File: src/rtl/imem_loader_if.sv
// imem_loader_if: byte-stream valid/ready channel feeding the instruction loader.
//   in_data  : stream byte (master -> slave)
//   in_valid : in_data valid this cycle (master -> slave)
//   in_ready : loader can accept a byte; transfer on in_valid & in_ready (slave -> master)
interface imem_loader_if;
   logic [7:0] in_data;
   logic       in_valid;
   logic       in_ready;

   modport master (output in_data, output in_valid, input  in_ready);
   modport slave  (input  in_data, input  in_valid, output in_ready);
endinterface

File: src/rtl/imem_loader.sv
// imem_loader: boot-time instruction loader. Receives a count byte N followed by
// 3*N data bytes (MSB first per 24-bit word), writes the words sequentially into
// instruction memory starting at address 0, and holds the core in reset until
// the load completes.
//
// Optional feature: define LOADER_CHECKSUM_EN to require a trailing checksum
// byte (XOR of all data bytes); a mismatch parks the loader in ERR.
//
// Ports:
//   clk      : system clock, rising edge
//   rst      : synchronous active-high reset
//   s        : byte stream (imem_loader_if.slave: in_data, in_valid, in_ready)
//   wa       : instruction-memory write address
//   wd       : instruction-memory write data
//   we       : instruction-memory write strobe, one cycle per word
//   cpu_rst  : reset to the core, 1 until the load completes
//   done     : load complete
//   err      : checksum failure (constant 0 without LOADER_CHECKSUM_EN)
module imem_loader #(
   parameter int unsigned AW = 8
) (
   input  logic              clk,
   input  logic              rst,
   imem_loader_if.slave      s,
   output logic [AW-1:0]     wa,
   output logic [23:0]       wd,
   output logic              we,
   output logic              cpu_rst,
   output logic              done,
   output logic              err
);

   // Remaining-word counter needs one extra bit to hold 2^AW for a count of 0.
   localparam int unsigned REM_W = AW + 1;

   typedef enum logic [2:0] {
      ST_CNT,
      ST_B0,
      ST_B1,
      ST_B2,
`ifdef LOADER_CHECKSUM_EN
      ST_CHK,
`endif
      ST_RUN,
      ST_ERR
   } state_t;

   state_t           state_q, state_d;
   logic [AW-1:0]    addr_q, addr_d;
   logic [REM_W-1:0] rem_q, rem_d;
   logic [7:0]       b0_q, b0_d;
   logic [7:0]       b1_q, b1_d;
   logic [AW-1:0]    wa_q, wa_d;
   logic [23:0]      wd_q, wd_d;
   logic             we_q, we_d;
   logic             in_ready_q, in_ready_d;
   logic             cpu_rst_q, cpu_rst_d;
   logic             done_q, done_d;
   logic             accept;
`ifdef LOADER_CHECKSUM_EN
   logic [7:0]       csum_q, csum_d;
   logic             err_q, err_d;
`endif

   assign accept = s.in_valid & in_ready_q;

   // Next-state and registered-output computation.
   always_comb begin
      state_d = state_q;
      addr_d  = addr_q;
      rem_d   = rem_q;
      b0_d    = b0_q;
      b1_d    = b1_q;
      wa_d    = wa_q;
      wd_d    = wd_q;
      we_d    = 1'b0;
`ifdef LOADER_CHECKSUM_EN
      csum_d  = csum_q;
`endif

      if (accept) begin
         case (state_q)
            ST_CNT: begin
               rem_d   = (s.in_data == 8'd0) ? (REM_W'(1) << AW) : REM_W'(s.in_data);
               addr_d  = '0;
`ifdef LOADER_CHECKSUM_EN
               csum_d  = 8'd0;
`endif
               state_d = ST_B0;
            end
            ST_B0: begin
               b0_d    = s.in_data;
`ifdef LOADER_CHECKSUM_EN
               csum_d  = csum_q ^ s.in_data;
`endif
               state_d = ST_B1;
            end
            ST_B1: begin
               b1_d    = s.in_data;
`ifdef LOADER_CHECKSUM_EN
               csum_d  = csum_q ^ s.in_data;
`endif
               state_d = ST_B2;
            end
            ST_B2: begin
               we_d    = 1'b1;
               wa_d    = addr_q;
               wd_d    = {b0_q, b1_q, s.in_data};
               addr_d  = addr_q + AW'(1);
               rem_d   = rem_q - REM_W'(1);
`ifdef LOADER_CHECKSUM_EN
               csum_d  = csum_q ^ s.in_data;
               state_d = (rem_q == REM_W'(1)) ? ST_CHK : ST_B0;
`else
               state_d = (rem_q == REM_W'(1)) ? ST_RUN : ST_B0;
`endif
            end
`ifdef LOADER_CHECKSUM_EN
            ST_CHK: begin
               state_d = (s.in_data == csum_q) ? ST_RUN : ST_ERR;
            end
`endif
            default: ;
         endcase
      end

      // Status outputs are decoded from the upcoming state so they change
      // in the same cycle the state does.
      in_ready_d = (state_d != ST_RUN) && (state_d != ST_ERR);
      cpu_rst_d  = (state_d != ST_RUN);
      done_d     = (state_d == ST_RUN);
`ifdef LOADER_CHECKSUM_EN
      err_d      = (state_d == ST_ERR);
`endif
   end

   // State and output registers.
   always_ff @(posedge clk) begin
      if (rst) begin
         state_q    <= ST_CNT;
         addr_q     <= '0;
         rem_q      <= '0;
         b0_q       <= 8'd0;
         b1_q       <= 8'd0;
         wa_q       <= '0;
         wd_q       <= 24'd0;
         we_q       <= 1'b0;
         in_ready_q <= 1'b0;
         cpu_rst_q  <= 1'b1;
         done_q     <= 1'b0;
`ifdef LOADER_CHECKSUM_EN
         csum_q     <= 8'd0;
         err_q      <= 1'b0;
`endif
      end else begin
         state_q    <= state_d;
         addr_q     <= addr_d;
         rem_q      <= rem_d;
         b0_q       <= b0_d;
         b1_q       <= b1_d;
         wa_q       <= wa_d;
         wd_q       <= wd_d;
         we_q       <= we_d;
         in_ready_q <= in_ready_d;
         cpu_rst_q  <= cpu_rst_d;
         done_q     <= done_d;
`ifdef LOADER_CHECKSUM_EN
         csum_q     <= csum_d;
         err_q      <= err_d;
`endif
      end
   end

   assign s.in_ready = in_ready_q;
   assign wa         = wa_q;
   assign wd         = wd_q;
   assign we         = we_q;
   assign cpu_rst    = cpu_rst_q;
   assign done       = done_q;
`ifdef LOADER_CHECKSUM_EN
   assign err        = err_q;
`else
   assign err        = 1'b0;
`endif

endmodule

File: src/flat_wrapper.sv
// flat-port wrapper written by rule: the top's interface ports become plain ports
module imem_loader_flat 
#(
   parameter int unsigned AW = 8
)
  (clk, rst, wa, wd, we, cpu_rst, done, err, s_in_data, s_in_valid, s_in_ready);
  imem_loader_if s_i ();
  input  logic clk;
  input  logic rst;
  output logic [AW-1:0] wa;
  output logic [23:0] wd;
  output logic we;
  output logic cpu_rst;
  output logic done;
  output logic err;
  input wire logic [$bits(s_i.in_data)-1:0] s_in_data;
  input wire logic [$bits(s_i.in_valid)-1:0] s_in_valid;
  output wire logic [$bits(s_i.in_ready)-1:0] s_in_ready;
  assign s_i.in_data = s_in_data;
  assign s_i.in_valid = s_in_valid;
  assign s_in_ready = s_i.in_ready;
  imem_loader #(.AW(AW)) u_core (.clk(clk), .rst(rst), .s(s_i), .wa(wa), .wd(wd), .we(we), .cpu_rst(cpu_rst), .done(done), .err(err));
endmodule
File: config.mk
export PLATFORM = sky130hd
export DESIGN_NAME = imem_loader_flat
export DESIGN_NICKNAME = d
export VERILOG_FILES = /design/src/rtl/imem_loader_if.sv /design/src/rtl/imem_loader.sv /design/src/flat_wrapper.sv
export SDC_FILE = /design/constraint.sdc
export NUM_CORES = 1
export LEC_CHECK = 0
export BUFFER_PORTS_ARGS = -buffer_cell sky130_fd_sc_hd__clkbuf_2
export CAP_MARGIN = 20
export CORE_MARGIN = 2
export CORE_UTILIZATION = 55
export DETAILED_ROUTE_END_ITERATION = 10
export GPL_ROUTABILITY_DRIVEN = 0
export GPL_TIMING_DRIVEN = 0
export PLACE_DENSITY = 0.84
export SLEW_MARGIN = 40
export SYNTH_ARGS = -nofsm -noshare
export SYNTH_HDL_FRONTEND = slang
export SYNTH_SLANG_ARGS = --single-unit
File: constraint.sdc
create_clock -name clk -period 2.2 [get_ports clk]
set_clock_uncertainty 0.05 [all_clocks]
set_input_delay 0.11 -clock clk [delete_from_list [all_inputs] [get_ports clk]]
set_output_delay 0.11 -clock clk [all_outputs]
set_load 0.05 [all_outputs]
==> impl_metrics.json <==
{
  "dieArea_um2": 6040,
  "synth_cells": 347,
  "drcViolationCount": 0,
  "synth_area_leaders": "dfxtp_1, nand2_1, a21oi_1",
  "portBuffers": 45,
  "multiInputGateArea_um2": 1390,
  "synth.avg_cell_area_um2": 8.62,
  "fin_nets": 417,
  "irDropWorstVdd_uv": 591,
  "synth_edf_count": 0,
  "yosys-top-cells-count": "dfxtp_1, nand2_1, a21oi_1",
  "fin_util_pct": 67.2,
  "period_minus_slack_ns": 1.78,
  "drv_slew": 0,
  "fin_setup_tns_ns": 0,
  "clock_sinks": 72,
  "dp_hpwl_um": 4840,
  "hold_path.class": "primary input to register",
  "path_clk_slew_ns": 0.07,
  "critPathRequiredTime_ns": 2.37,
  "crit_arrival_ns": 1.95,
  "io_pins": 48,
  "timing.max_slew.rel_slack_pct": 60.2,
  "p_per_area_nw_per_um2": 709,
  "clk_path_buf_depth": 2,
  "end_kind": "register",
  "hold_violations": 0,
  "crit_path_end": "u_core.rem_q[6]",
  "netlist_area_um2": 2990,
  "grt_pass1_wl_um": 11700,
  "cts_tree": "done",
  "synthFlopType": "dfxtp_1",
  "synth_top_cell_by_area": "dfxtp_1",
  "rr_endpoint": "u_core.rem_q[6]",
  "ys_async_sr_fraction_pct": 0,
  "h-tree-depth": 3,
  "synth.distinct_cells": 51,
  "regArea_um2": 1440,
  "worstPathMaxFanout": 5,
  "drtIter0Drc": 165,
  "reg2reg_slack_ns": 0.42,
  "vias_per_cell": 5.66,
  "reg2reg_depth": 6,
  "post_cts_buffers": 0,
  "grt_pass1_vias": 2421,
  "start_kind": "register",
  "rsz0062_at_grt": "no",
  "cts_resized": 0,
  "wirelength_um": 7150,
  "cts-root-buf": "clkbuf_8",
  "yosys_register_bits": 72,
  "wire_per_inst_um": 15.0,
  "rr_startpoint": "u_core.rem_q[0]",
  "synth-seq-area-share_pct": 48.2,
  "status": "completed",
  "finalSetupViolCount": 0,
  "fin_crit_sh_pct": 80.8,
  "die_h_um": 77.7,
  "clk_latency_ns": 0.35,
  "cts_made_buffers": 9,
  "fillers": 415,
  "initial_core_util_pct": 57.8,
  "grt_usage_pct": 24.7,
  "grt_start_max_net_pins": 12,
  "drtAntennaViolNets": 0,
  "leakage_nw": 1.31,
  "startpoint": "u_core.rem_q[0]",
  "yosys_warnings": 0,
  "worstMarginPinSlew_ns": 0.597,
  "die_w_um": 77.7,
  "synth.most_common_cell": "dfxtp_1",
  "drive_above_1_share_pct": 21.1,
  "synth_top_area_share_pct": 48.2,
  "cts_hold_buf": 0,
  "fp-row-count": 26,
  "antenna_found_initial": 0,
  "num_antenna_cells": 0,
  "postSynthNetCount": 361,
  "vias": 2701,
  "grt-ovfl-total": 0,
  "core_um2": 5170,
  "dr.pass1.iters": 5,
  "maxCapViolations": 0,
  "max_clock_freq_mhz": 563,
  "area_growth_pct": 16.2,
  "critPathKind": "register to register"
}
## cell usage in the layout (no fill, tap or decap), types with 3 or more instances in the layout
master / Yosys / final
nand3_1: 6 / 6
and3_1: 3 / 3
clkbuf_8: 0 / 11
buf_1: 3 / 3
mux2i_1: 16 / 16
clkbuf_2: 0 / 45
or3_1: 4 / 4
nor2_1: 32 / 32
a21oi_1: 48 / 48
dfxtp_1: 72 / 72
clkbuf_1: 7 / 8
ha_1: 3 / 3
nor3_1: 3 / 3
nand2_1: 70 / 70
nor4_1: 3 / 3
buf_4: 10 / 10
inv_1: 6 / 6
buf_2: 5 / 5
a311oi_1: 3 / 3
o21ai_0: 7 / 7
## worst min path at each step
stage                            start           end  depth (start not counted)
after floorplan           s_in_data[0]  u_core.wd[0]                          2
after global placement    s_in_data[4]  u_core.wd[4]                          3
after detailed placement  s_in_data[4]  u_core.wd[4]                          3
after CTS                 s_in_data[4]  u_core.wd[4]                          3
after global routing      s_in_data[4]  u_core.wd[4]                          3
final                     s_in_data[4]  u_core.wd[4]                          3
## metrics by stage
stage          std cells  instance area, um^2  hold slack (ns)  worst slack, ns  total power [mW]
2_1_floorplan        347                 2990            0.196            0.449              1.49
3_3_place_gp         462                 3300            0.377            0.511              1.54
3_5_place_dp         462                 3300            0.375            0.494              1.54
4_1_cts              477                 3480          0.00483            0.472              2.46
5_1_grt              477                 3480           0.0316            0.348              2.53
6_report             477                 3480           0.0151            0.423              2.46
## kinds of logic after synthesis
family | count (synthesis) | share of synthesized area (%)
xor+xnor | 3 | 0.879
mux | 16 | 5.36
buf+inv | 31 | 5.36
compound gates | 80 | 16.2
flops | 72 | 48.2
simple gates | 141 | 22.6
other cells | 1 | 0.125
fa+ha+maj | 3 | 1.26
## registers in the layout, indices dropped and copies added (netlist names)
signal,cells
u_core.state_q,3
u_core.b1_q,8
u_core.s.in_ready,1
u_core.we,1
u_core.b0_q,8
u_core.cpu_rst,1
u_core.wd,24
u_core.wa,8
u_core.addr_q,8
u_core.done,1
u_core.rem_q,9
## power breakdown
group / internal [mW] / switching, mW
clock: 0.461 / 0.484
combinational: 0.0621 / 0.121
sequential: 1.32 / 0.0167
## area by class of cell
cell class	count	share of cell area, %
buffer	25	3.96
clock buffer	12	4.46
clock inverter	3	0.504
inverter	6	0.648
multi-input combinational	244	40.0
sequential	72	41.5
tap	70	2.52
timing repair buffer	45	6.48
## worst max-delay path, stage by stage, from the launching register on
cell	delay, ns
dfxtp_1	0.35
inv_1	0.08
ha_1	0.28
or4b_4	0.52
nor4_1	0.18
o21a_2	0.16
nor3_2	0.03
## per-layer routing
layer	track usage (%)	vias up	share of wire [%]	routed length [um]
li1	-	1308	-	-
met1	34.0	1248	45	3210
met2	37.7	127	46	3280
met3	4.42	18	7.6	541
met4	11.4	0	1.7	123
met5	0	-	0	0
No activity file was read; power rests on OpenSTA's default activity.
